==> config.mk <==
export PLATFORM = sky130hd
export DESIGN_NAME = matlusolve3_flat
export DESIGN_NICKNAME = d
export VERILOG_FILES = /design/src/rtl/matlusolve3_pkg.sv /design/src/rtl/matlusolve3_if.sv /design/src/rtl/matlusolve3_arith.sv /design/src/rtl/matlusolve3.sv /design/src/flat_wrapper.sv
export SDC_FILE = /design/constraint.sdc
export NUM_CORES = 2
export LEC_CHECK = 0
export BUFFER_PORTS_ARGS = -buffer_cell sky130_fd_sc_hd__buf_2
export CORE_UTILIZATION = 65
export DETAILED_ROUTE_END_ITERATION = 7
export PLACE_DENSITY = 0.92
export SLEW_MARGIN = 10
export SYNTH_ARGS = -nofsm -noshare
export SYNTH_HDL_FRONTEND = slang
export SYNTH_SLANG_ARGS = --single-unit
==> constraint.sdc <==
create_clock -name clk -period 12.38 [get_ports clk]
set_input_delay 2.476 -clock clk [delete_from_list [all_inputs] [get_ports clk]]
set_output_delay 2.476 -clock clk [all_outputs]
set_load 0.02 [all_outputs]
==> src/rtl/matlusolve3_pkg.sv <==
// matlusolve3 shared types: FSM encodings, fixed-point constants
// and the packed-matrix index helper.
package matlusolve3_pkg;

  localparam int DW = 16;
  localparam int BP = 8;
  localparam int MN = 3;
  localparam logic [DW-1:0] ONE = DW'(1) << BP;

  typedef enum logic [3:0] {
    S_IDLE,
    S_PERM,
    S_FWD_MUL,
    S_FWD_SUB,
    S_BWD_INIT,
    S_BWD_MUL,
    S_BWD_SUB,
    S_BWD_CHK,
    S_BWD_DIV,
    S_DONE
  } state_e;

  typedef enum logic [1:0] {
    D_LOAD,
    D_RUN,
    D_DONE
  } dstate_e;

  function automatic int elem(input int r, input int c, input int n);
    return r * n + c;
  endfunction

endpackage

==> src/rtl/matlusolve3_if.sv <==
// matlusolve3 request/result bundle.
// master drives operands and start; slave is the solver.
interface matlusolve3_if #(
  parameter int W = 16,
  parameter int N = 3
);
  logic               start;
  logic [N*N*W-1:0]   lu;
  logic [(N+1)*W-1:0] p;
  logic [N*W-1:0]     b;
  logic               ready;
  logic               complete;
  logic               singular;
  logic [N*W-1:0]     x;

  modport master (
    output start, lu, p, b,
    input  ready, complete, singular, x
  );

  modport slave (
    input  start, lu, p, b,
    output ready, complete, singular, x
  );
endinterface

==> src/rtl/matlusolve3_arith.sv <==
// Fixed-point mul (registered, truncating) and div (restoring,
// runs while rst is low, holds result until rst) shared with matlu3.
module matlusolve3_mul #(
  parameter int W  = 16,
  parameter int BP = 8
) (
  input  logic                clk,
  input  logic                rst,
  input  logic signed [W-1:0] a,
  input  logic signed [W-1:0] b,
  output logic signed [W-1:0] p
);
  logic signed [2*W-1:0] full;
  logic signed [W-1:0]   p_d;
  logic signed [W-1:0]   p_q;

  assign full = a * b;
  assign p_d  = W'(full >>> BP);
  assign p    = p_q;

  always_ff @(posedge clk) begin
    if (rst) p_q <= '0;
    else     p_q <= p_d;
  end
endmodule

module matlusolve3_div
  import matlusolve3_pkg::*;
#(
  parameter int W  = 16,
  parameter int BP = 8
) (
  input  logic                clk,
  input  logic                rst,
  input  logic signed [W-1:0] a,
  input  logic signed [W-1:0] b,
  output logic signed [W-1:0] q,
  output logic                complete,
  output logic                singular
);
  localparam int DV = W + BP;
  localparam int CW = $clog2(DV + 1);

  dstate_e       st_q, st_d;
  logic [DV-1:0] quo_q, quo_d;
  logic [W-1:0]  rem_q, rem_d;
  logic [W-1:0]  dsr_q, dsr_d;
  logic          neg_q, neg_d;
  logic          sing_q, sing_d;
  logic [CW-1:0] cnt_q, cnt_d;
  logic [W-1:0]  mag_a, mag_b;
  logic [W:0]    shifted;
  logic          ge;

  always_comb begin
    mag_a   = a[W-1] ? W'(-a) : W'(a);
    mag_b   = b[W-1] ? W'(-b) : W'(b);
    shifted = {rem_q, quo_q[DV-1]};
    ge      = shifted >= {1'b0, dsr_q};
    st_d    = st_q;
    quo_d   = quo_q;
    rem_d   = rem_q;
    dsr_d   = dsr_q;
    neg_d   = neg_q;
    sing_d  = sing_q;
    cnt_d   = cnt_q;
    unique case (st_q)
      D_LOAD: begin
        if (b == '0) begin
          sing_d = 1'b1;
          st_d   = D_DONE;
        end else begin
          quo_d = {mag_a, {BP{1'b0}}};
          dsr_d = mag_b;
          rem_d = '0;
          cnt_d = '0;
          neg_d = a[W-1] ^ b[W-1];
          st_d  = D_RUN;
        end
      end
      D_RUN: begin
        quo_d = {quo_q[DV-2:0], ge};
        rem_d = ge ? W'(shifted - {1'b0, dsr_q}) : W'(shifted);
        cnt_d = cnt_q + 1'b1;
        if (cnt_q == CW'(DV - 1)) st_d = D_DONE;
      end
      D_DONE: ;
      default: st_d = D_LOAD;
    endcase
  end

  assign q        = W'(neg_q ? (~quo_q + 1'b1) : quo_q);
  assign complete = (st_q == D_DONE);
  assign singular = sing_q;

  always_ff @(posedge clk) begin
    if (rst) begin
      st_q   <= D_LOAD;
      quo_q  <= '0;
      rem_q  <= '0;
      dsr_q  <= '0;
      neg_q  <= 1'b0;
      sing_q <= 1'b0;
      cnt_q  <= '0;
    end else begin
      st_q   <= st_d;
      quo_q  <= quo_d;
      rem_q  <= rem_d;
      dsr_q  <= dsr_d;
      neg_q  <= neg_d;
      sing_q <= sing_d;
      cnt_q  <= cnt_d;
    end
  end
endmodule

==> src/rtl/matlusolve3.sv <==
// matlusolve3: solves A*x = b from matlu3's pivoted L\U factors
// (permute b, forward-substitute unit L, back-substitute U).
module matlusolve3
  import matlusolve3_pkg::*;
#(
  parameter int DATA_WIDTH  = DW,
  parameter int BIN_POS     = BP,
  parameter int MATRIX_SIZE = MN
) (
  input  logic          clk,
  input  logic          rst,
  matlusolve3_if.slave  bus
);
  localparam int W  = DATA_WIDTH;
  localparam int N  = MATRIX_SIZE;
  localparam int IW = $clog2(N + 1);
  localparam logic [IW-1:0] LAST = IW'(N - 1);

  typedef logic signed [W-1:0] word_t;

  state_e        state_q, state_d;
  logic [IW-1:0] i_q, i_d;
  logic [IW-1:0] j_q, j_d;
  word_t         acc_q, acc_d;
  logic          sing_q, sing_d;
  word_t         lu_q [N][N];
  word_t         lu_d [N][N];
  logic [W-1:0]  p_q [N];
  logic [W-1:0]  p_d [N];
  word_t         b_q [N];
  word_t         b_d [N];
  word_t         y_q [N];
  word_t         y_d [N];
  word_t         xw_q [N];
  word_t         xw_d [N];
  word_t         x_q [N];
  word_t         x_d [N];

  word_t mul_a, mul_b, mul_p;
  word_t div_b, div_q;
  logic  div_rst, div_done, div_sing;
  logic  unused_swaps;

  // trailing p entry is matlu3's swap count; not needed here
  assign unused_swaps = ^bus.p[N*W +: W];

  assign mul_a   = lu_q[i_q][j_q];
  assign mul_b   = (state_q == S_FWD_MUL) ? y_q[j_q] : xw_q[j_q];
  assign div_b   = lu_q[i_q][i_q];
  assign div_rst = rst || (state_q != S_BWD_DIV);

  matlusolve3_mul #(.W(W), .BP(BIN_POS)) u_mul (
    .clk (clk),
    .rst (rst),
    .a   (mul_a),
    .b   (mul_b),
    .p   (mul_p)
  );

  matlusolve3_div #(.W(W), .BP(BIN_POS)) u_div (
    .clk      (clk),
    .rst      (div_rst),
    .a        (acc_q),
    .b        (div_b),
    .q        (div_q),
    .complete (div_done),
    .singular (div_sing)
  );

  always_comb begin
    state_d = state_q;
    i_d     = i_q;
    j_d     = j_q;
    acc_d   = acc_q;
    sing_d  = sing_q;
    lu_d    = lu_q;
    p_d     = p_q;
    b_d     = b_q;
    y_d     = y_q;
    xw_d    = xw_q;
    x_d     = x_q;
    unique case (state_q)
      S_IDLE, S_DONE: begin
        if (bus.start) begin
          for (int r = 0; r < N; r++) begin
            for (int c = 0; c < N; c++)
              lu_d[r][c] = bus.lu[elem(r, c, N)*W +: W];
            p_d[r] = bus.p[r*W +: W];
            b_d[r] = bus.b[r*W +: W];
          end
          sing_d  = 1'b0;
          i_d     = '0;
          j_d     = '0;
          state_d = S_PERM;
        end
      end
      S_PERM: begin
        for (int r = 0; r < N; r++) begin
          y_d[r] = '0;
          for (int m = 0; m < N; m++)
            if (p_q[r] == W'(m)) y_d[r] = b_q[m];
        end
        i_d     = IW'(1);
        j_d     = '0;
        state_d = (N > 1) ? S_FWD_MUL : S_BWD_INIT;
      end
      S_FWD_MUL: state_d = S_FWD_SUB;
      S_FWD_SUB: begin
        y_d[i_q] = y_q[i_q] - mul_p;
        if (j_q == i_q - IW'(1)) begin
          if (i_q == LAST) begin
            state_d = S_BWD_INIT;
          end else begin
            i_d     = i_q + IW'(1);
            j_d     = '0;
            state_d = S_FWD_MUL;
          end
        end else begin
          j_d     = j_q + IW'(1);
          state_d = S_FWD_MUL;
        end
      end
      S_BWD_INIT: begin
        acc_d   = y_q[i_q];
        j_d     = i_q + IW'(1);
        state_d = (i_q == LAST) ? S_BWD_CHK : S_BWD_MUL;
      end
      S_BWD_MUL: state_d = S_BWD_SUB;
      S_BWD_SUB: begin
        acc_d   = acc_q - mul_p;
        j_d     = j_q + IW'(1);
        state_d = (j_q == LAST) ? S_BWD_CHK : S_BWD_MUL;
      end
      S_BWD_CHK: begin
        if (div_b == '0) begin
          sing_d = 1'b1;
          for (int r = 0; r < N; r++) x_d[r] = '0;
          state_d = S_DONE;
        end else begin
          state_d = S_BWD_DIV;
        end
      end
      S_BWD_DIV: begin
        if (div_done) begin
          if (div_sing) begin
            sing_d = 1'b1;
            for (int r = 0; r < N; r++) x_d[r] = '0;
            state_d = S_DONE;
          end else begin
            xw_d[i_q] = div_q;
            if (i_q == '0) begin
              x_d     = xw_d;
              state_d = S_DONE;
            end else begin
              i_d     = i_q - IW'(1);
              state_d = S_BWD_INIT;
            end
          end
        end
      end
      default: state_d = S_IDLE;
    endcase
  end

  always_ff @(posedge clk) begin
    if (rst) begin
      state_q <= S_IDLE;
      i_q     <= '0;
      j_q     <= '0;
      acc_q   <= '0;
      sing_q  <= 1'b0;
      for (int r = 0; r < N; r++) begin
        for (int c = 0; c < N; c++) lu_q[r][c] <= '0;
        p_q[r]  <= '0;
        b_q[r]  <= '0;
        y_q[r]  <= '0;
        xw_q[r] <= '0;
        x_q[r]  <= '0;
      end
    end else begin
      state_q <= state_d;
      i_q     <= i_d;
      j_q     <= j_d;
      acc_q   <= acc_d;
      sing_q  <= sing_d;
      lu_q    <= lu_d;
      p_q     <= p_d;
      b_q     <= b_d;
      y_q     <= y_d;
      xw_q    <= xw_d;
      x_q     <= x_d;
    end
  end

  assign bus.ready    = (state_q == S_IDLE) || (state_q == S_DONE);
  assign bus.complete = (state_q == S_DONE);
  assign bus.singular = sing_q;

  for (genvar k = 0; k < N; k++) begin : g_x
    assign bus.x[k*W +: W] = x_q[k];
  end
endmodule

==> src/flat_wrapper.sv <==
// flat-port wrapper written by rule: the top's interface ports become plain ports
module matlusolve3_flat import matlusolve3_pkg::*;
#(
  parameter int DATA_WIDTH  = DW,
  parameter int BIN_POS     = BP,
  parameter int MATRIX_SIZE = MN
)
  (clk, rst, bus_start, bus_lu, bus_p, bus_b, bus_ready, bus_complete, bus_singular, bus_x);
  matlusolve3_if bus_i ();
  input  logic clk;
  input  logic rst;
  input wire logic [$bits(bus_i.start)-1:0] bus_start;
  input wire logic [$bits(bus_i.lu)-1:0] bus_lu;
  input wire logic [$bits(bus_i.p)-1:0] bus_p;
  input wire logic [$bits(bus_i.b)-1:0] bus_b;
  output wire logic [$bits(bus_i.ready)-1:0] bus_ready;
  output wire logic [$bits(bus_i.complete)-1:0] bus_complete;
  output wire logic [$bits(bus_i.singular)-1:0] bus_singular;
  output wire logic [$bits(bus_i.x)-1:0] bus_x;
  assign bus_i.start = bus_start;
  assign bus_i.lu = bus_lu;
  assign bus_i.p = bus_p;
  assign bus_i.b = bus_b;
  assign bus_ready = bus_i.ready;
  assign bus_complete = bus_i.complete;
  assign bus_singular = bus_i.singular;
  assign bus_x = bus_i.x;
  matlusolve3 #(.DATA_WIDTH(DATA_WIDTH), .BIN_POS(BIN_POS), .MATRIX_SIZE(MATRIX_SIZE)) u_core (.clk(clk), .rst(rst), .bus(bus_i));
endmodule
==> flow_metrics.env <==
export IMPL_antenna_cells=0
export IMPL_antenna_found_initial=1
export IMPL_rsz0062_at_grt="no"
export IMPL_endpoint_kind="flip-flop"
export IMPL_cp_num_buf_inv=5
export IMPL_synthTopCellsByArea="dfxtp_1 30%, fa_1 12%, nand2_1 9.5%, a21oi_1 7.7%, ha_1 4.8%"
export IMPL_drc_errors=1
export IMPL_pre_cts_ws_ns=3.58
export IMPL_maxCapViolations=0
export IMPL_cts_tree="built"
export IMPL_io_buffers=293
export IMPL_via_per_inst=6.24
export IMPL_area_delta_synth_final_pct=9.53
export IMPL_synth_edf_count=0
export IMPL_synth_top_family_by_area="simple AND/OR/NAND/NOR gates"
export IMPL_peakVddDrop_mv=0.274
export IMPL_finalSetupTns_ns=0
export IMPL_yosys_warnings=0
export IMPL_syn_area_per_cell_sq_um=7.86
export IMPL_r2r_cells=28
export IMPL_failed_checks="DRC"
export IMPL_worst_pin_slew_ns=1.34
export IMPL_yosys_most_used_dff="dfxtp_1"
export IMPL_ios=310
export IMPL_nNetsFinal=4805
export IMPL_setup_viol=0
export IMPL_p_leak_nw=14.4
export IMPL_cts_hold_buf=0
export IMPL_power_mw=6.41
export IMPL_drive_gt1_share_pct=11.3
export IMPL_synth_top_area_share_pct=30.3
export IMPL_grt_start_max_net_pins=142
export IMPL_cts_root_buf="clkbuf_16"
export IMPL_hp_start="u_core.u_div.dsr_q[3]$_SDFFE_PP0P_"
export IMPL_num_vias=30800
export IMPL_crit_arrival_ns=9.38
export IMPL_post_cts_resized=0
export IMPL_synth_cell_types=79
export IMPL_syn_inst=4118
export IMPL_place_inst=4846
export IMPL_synth_xor_area_share_pct=3.14
export IMPL_fp_dieW_um=225
export IMPL_worstPathRequired_ns=12.83
export IMPL_cts_sinks=490
export IMPL_drtIter0Drc=3838
export IMPL_wl_mm=96.6
export IMPL_path_class="reg -> reg"
export IMPL_grt_usage_pct=37.8
export IMPL_slew_viol_final=0
export IMPL_slowest_delay_ns=0.99
export IMPL_timing_final_crit_period_ns=8.94
export IMPL_place_area_sq_um=34000
export IMPL_outcome="finished, violations left"
export IMPL_worst_path_max_delay_cell="dfxtp_4"
export IMPL_synth_simple_gate_area_share_pct=19.1
export IMPL_fin_cells=4930
export IMPL_worstReg2RegStart="u_core.i_q[0]$_SDFFE_PP0P_"
export IMPL_htree_num_levels=2
export IMPL_dieArea_sq_um=50700
export IMPL_cp_max_fo=59
export IMPL_synthesis_area_sq_um=32400
export IMPL_p_per_area_nw_per_um2=181
export IMPL_core_sq_um=49100
export IMPL_fin_crit_sh_pct=72.2
export IMPL_hold_violations=0
export IMPL_hold_depth=2
export IMPL_routedWlPerCell_um=19.6
export IMPL_gp_congestion=0.974
export IMPL_ys_ff_latch=490
export IMPL_path_common_cell="fa_1"
export IMPL_gr_total_overflow=0
export IMPL_synthAdderAreaFrac_pct=16.5
export IMPL_die_y_um=225
export IMPL_clk_latency_ns=0.60
export IMPL_cp_start_kind="flip-flop"
export IMPL_async_reset_ff_share_pct=0
export IMPL_synth_mux_area_fraction_pct=6.24
export IMPL_crit_path_start="u_core.i_q[0]$_SDFFE_PP0P_"
export IMPL_syn_num_nets=4690
export IMPL_clock_fmax_mhz=112
export IMPL_post_synth_top_count_cell="nand2_1"
export IMPL_finClkSkew_ns=0.0203
export IMPL_cp_top_family="adder cells"
export IMPL_clk_pin_slew_ns=0.07
export IMPL_firstDrtPassIters=8
export IMPL_synth_compound_area_share_pct=17.8
export IMPL_grt_pass1_vias=29300
export IMPL_cts_buffer_depth=3
export IMPL_relSlewSlack_pct=10.4
export IMPL_setup_ws_ns=3.44
export IMPL_cts_made_buffers=49
export IMPL_worst_path_stages=28
export IMPL_rows=81
export IMPL_cts_setup_buffers=0
export IMPL_yosys_top_cells_count="816 x nand2_1, 497 x a21oi_1, 490 x dfxtp_1, 397 x nor2_1, 306 x inv_1"
export IMPL_dp_hpwl_mm=69.6
export IMPL_fin_area_sq_um=35500
export IMPL_synth_top_area_cell="dfxtp_1"
export IMPL_grt_pass1_wl_mm=152
export IMPL_hold_path_class="reg -> reg"
export IMPL_ys_seq_area_share_pct=30.3
export IMPL_final_util_pct=72.3
export IMPL_fin_hold_ws_ns=0.449
export IMPL_ant_nets=0
export IMPL_initial_core_util_pct=66.0
==> cell usage in the layout (no fill, tap or decap), types with 10 or more instances in the layout <==
cell type and instances:
o22ai_1 17, and2_1 16, nor2_1 396, dfxtp_1 487
nor2b_1 43, ha_1 124, mux2i_1 140, xor2_1 51
xnor2_1 65, o31ai_1 13, o211ai_1 16, nor4_1 10
a21o_1 13, or3_1 15, clkbuf_1 17, buf_2 292
a2111oi_0 42, o21ai_0 136, nand2b_1 43, o2bb2ai_1 10
a211oi_1 76, mux2_2 25, inv_1 306, fa_1 189
mux4_2 14, o21a_1 17, nand2_1 815, buf_4 45
a221oi_1 31, a21oi_1 494, clkbuf_16 49, nor3_1 61
nand3_1 30
==> path summary, 6_finish.rpt <==
| kind | slack (ns) | to |
|---|---|---|
| max | 3.44 | u_core.u_mul.p[14]$_SDFF_PP0_ |
| min | 0.45 | u_core.u_div.dsr_q[3]$_SDFFE_PP0P_ |
| max reg2reg | 3.44 | u_core.u_mul.p[14]$_SDFF_PP0_ |
| min reg2reg | 0.45 | u_core.u_div.dsr_q[3]$_SDFFE_PP0P_ |
==> state kept, by name (all words and copies together) (netlist names), 2 cells and up <==
| name | cells |
|---|---|
| u_core.u_mul.p | 16 |
| u_core.xw_q | 48 |
| u_core.p_q | 48 |
| u_core.y_q | 48 |
| u_core.b_q | 48 |
| u_core.state_q | 4 |
| u_core.u_div.rem_q | 16 |
| u_core.acc_q | 16 |
| u_core.lu_q | 144 |
| u_core.j_q | 2 |
| u_core.bus.x | 48 |
| u_core.u_div.cnt_q | 5 |
| u_core.i_q | 2 |
| u_core.u_div.quo_q | 24 |
| u_core.u_div.st_q | 2 |
| u_core.u_div.dsr_q | 16 |
==> where the power goes <==
part / internal (mW) / total (mW) / switching, mW
combinational: 0.946 / 2.87 / 1.92
clock: 0.782 / 1.42 / 0.634
sequential: 1.84 / 2.12 / 0.288
total: 3.56 / 6.41 / 2.84
==> area by class of cell <==
| class | instances | area (sq um) |
|---|---|---|
| inverter | 306 | 1150 |
| timing repair buffer | 338 | 1810 |
| clock buffer | 71 | 1360 |
| clock inverter | 13 | 109 |
| multi-input combinational | 3048 | 20400 |
| fill | 3475 | 13600 |
| sequential | 490 | 9820 |
| tap | 664 | 831 |
==> logic make-up after synthesis <==
group | count (synthesis)
AO/OA/AOI/OAI | 958
XOR/XNOR | 116
adder cells (fa/ha/maj) | 313
buffers and inverters | 580
flip-flops | 490
multiplexers | 181
AND/OR/NAND/NOR | 1480
==> tightest hold or removal path, stage by stage (launching register included) <==
cell	delay, ns
dfxtp_1	0.30
nand2_1	0.05
a21oi_1	0.05
==> per-layer routing <==
layer  up-vias  global-route usage [%]  wire length, um
met2      2022                    58.5            42100
met5         -                       0                8
met1     14400                    49.5            36400
met3       395                    9.28            13100
li1      14000                       -                -
met4         2                    18.4             5020
Note: power is estimated with default switching activity, not from simulation.
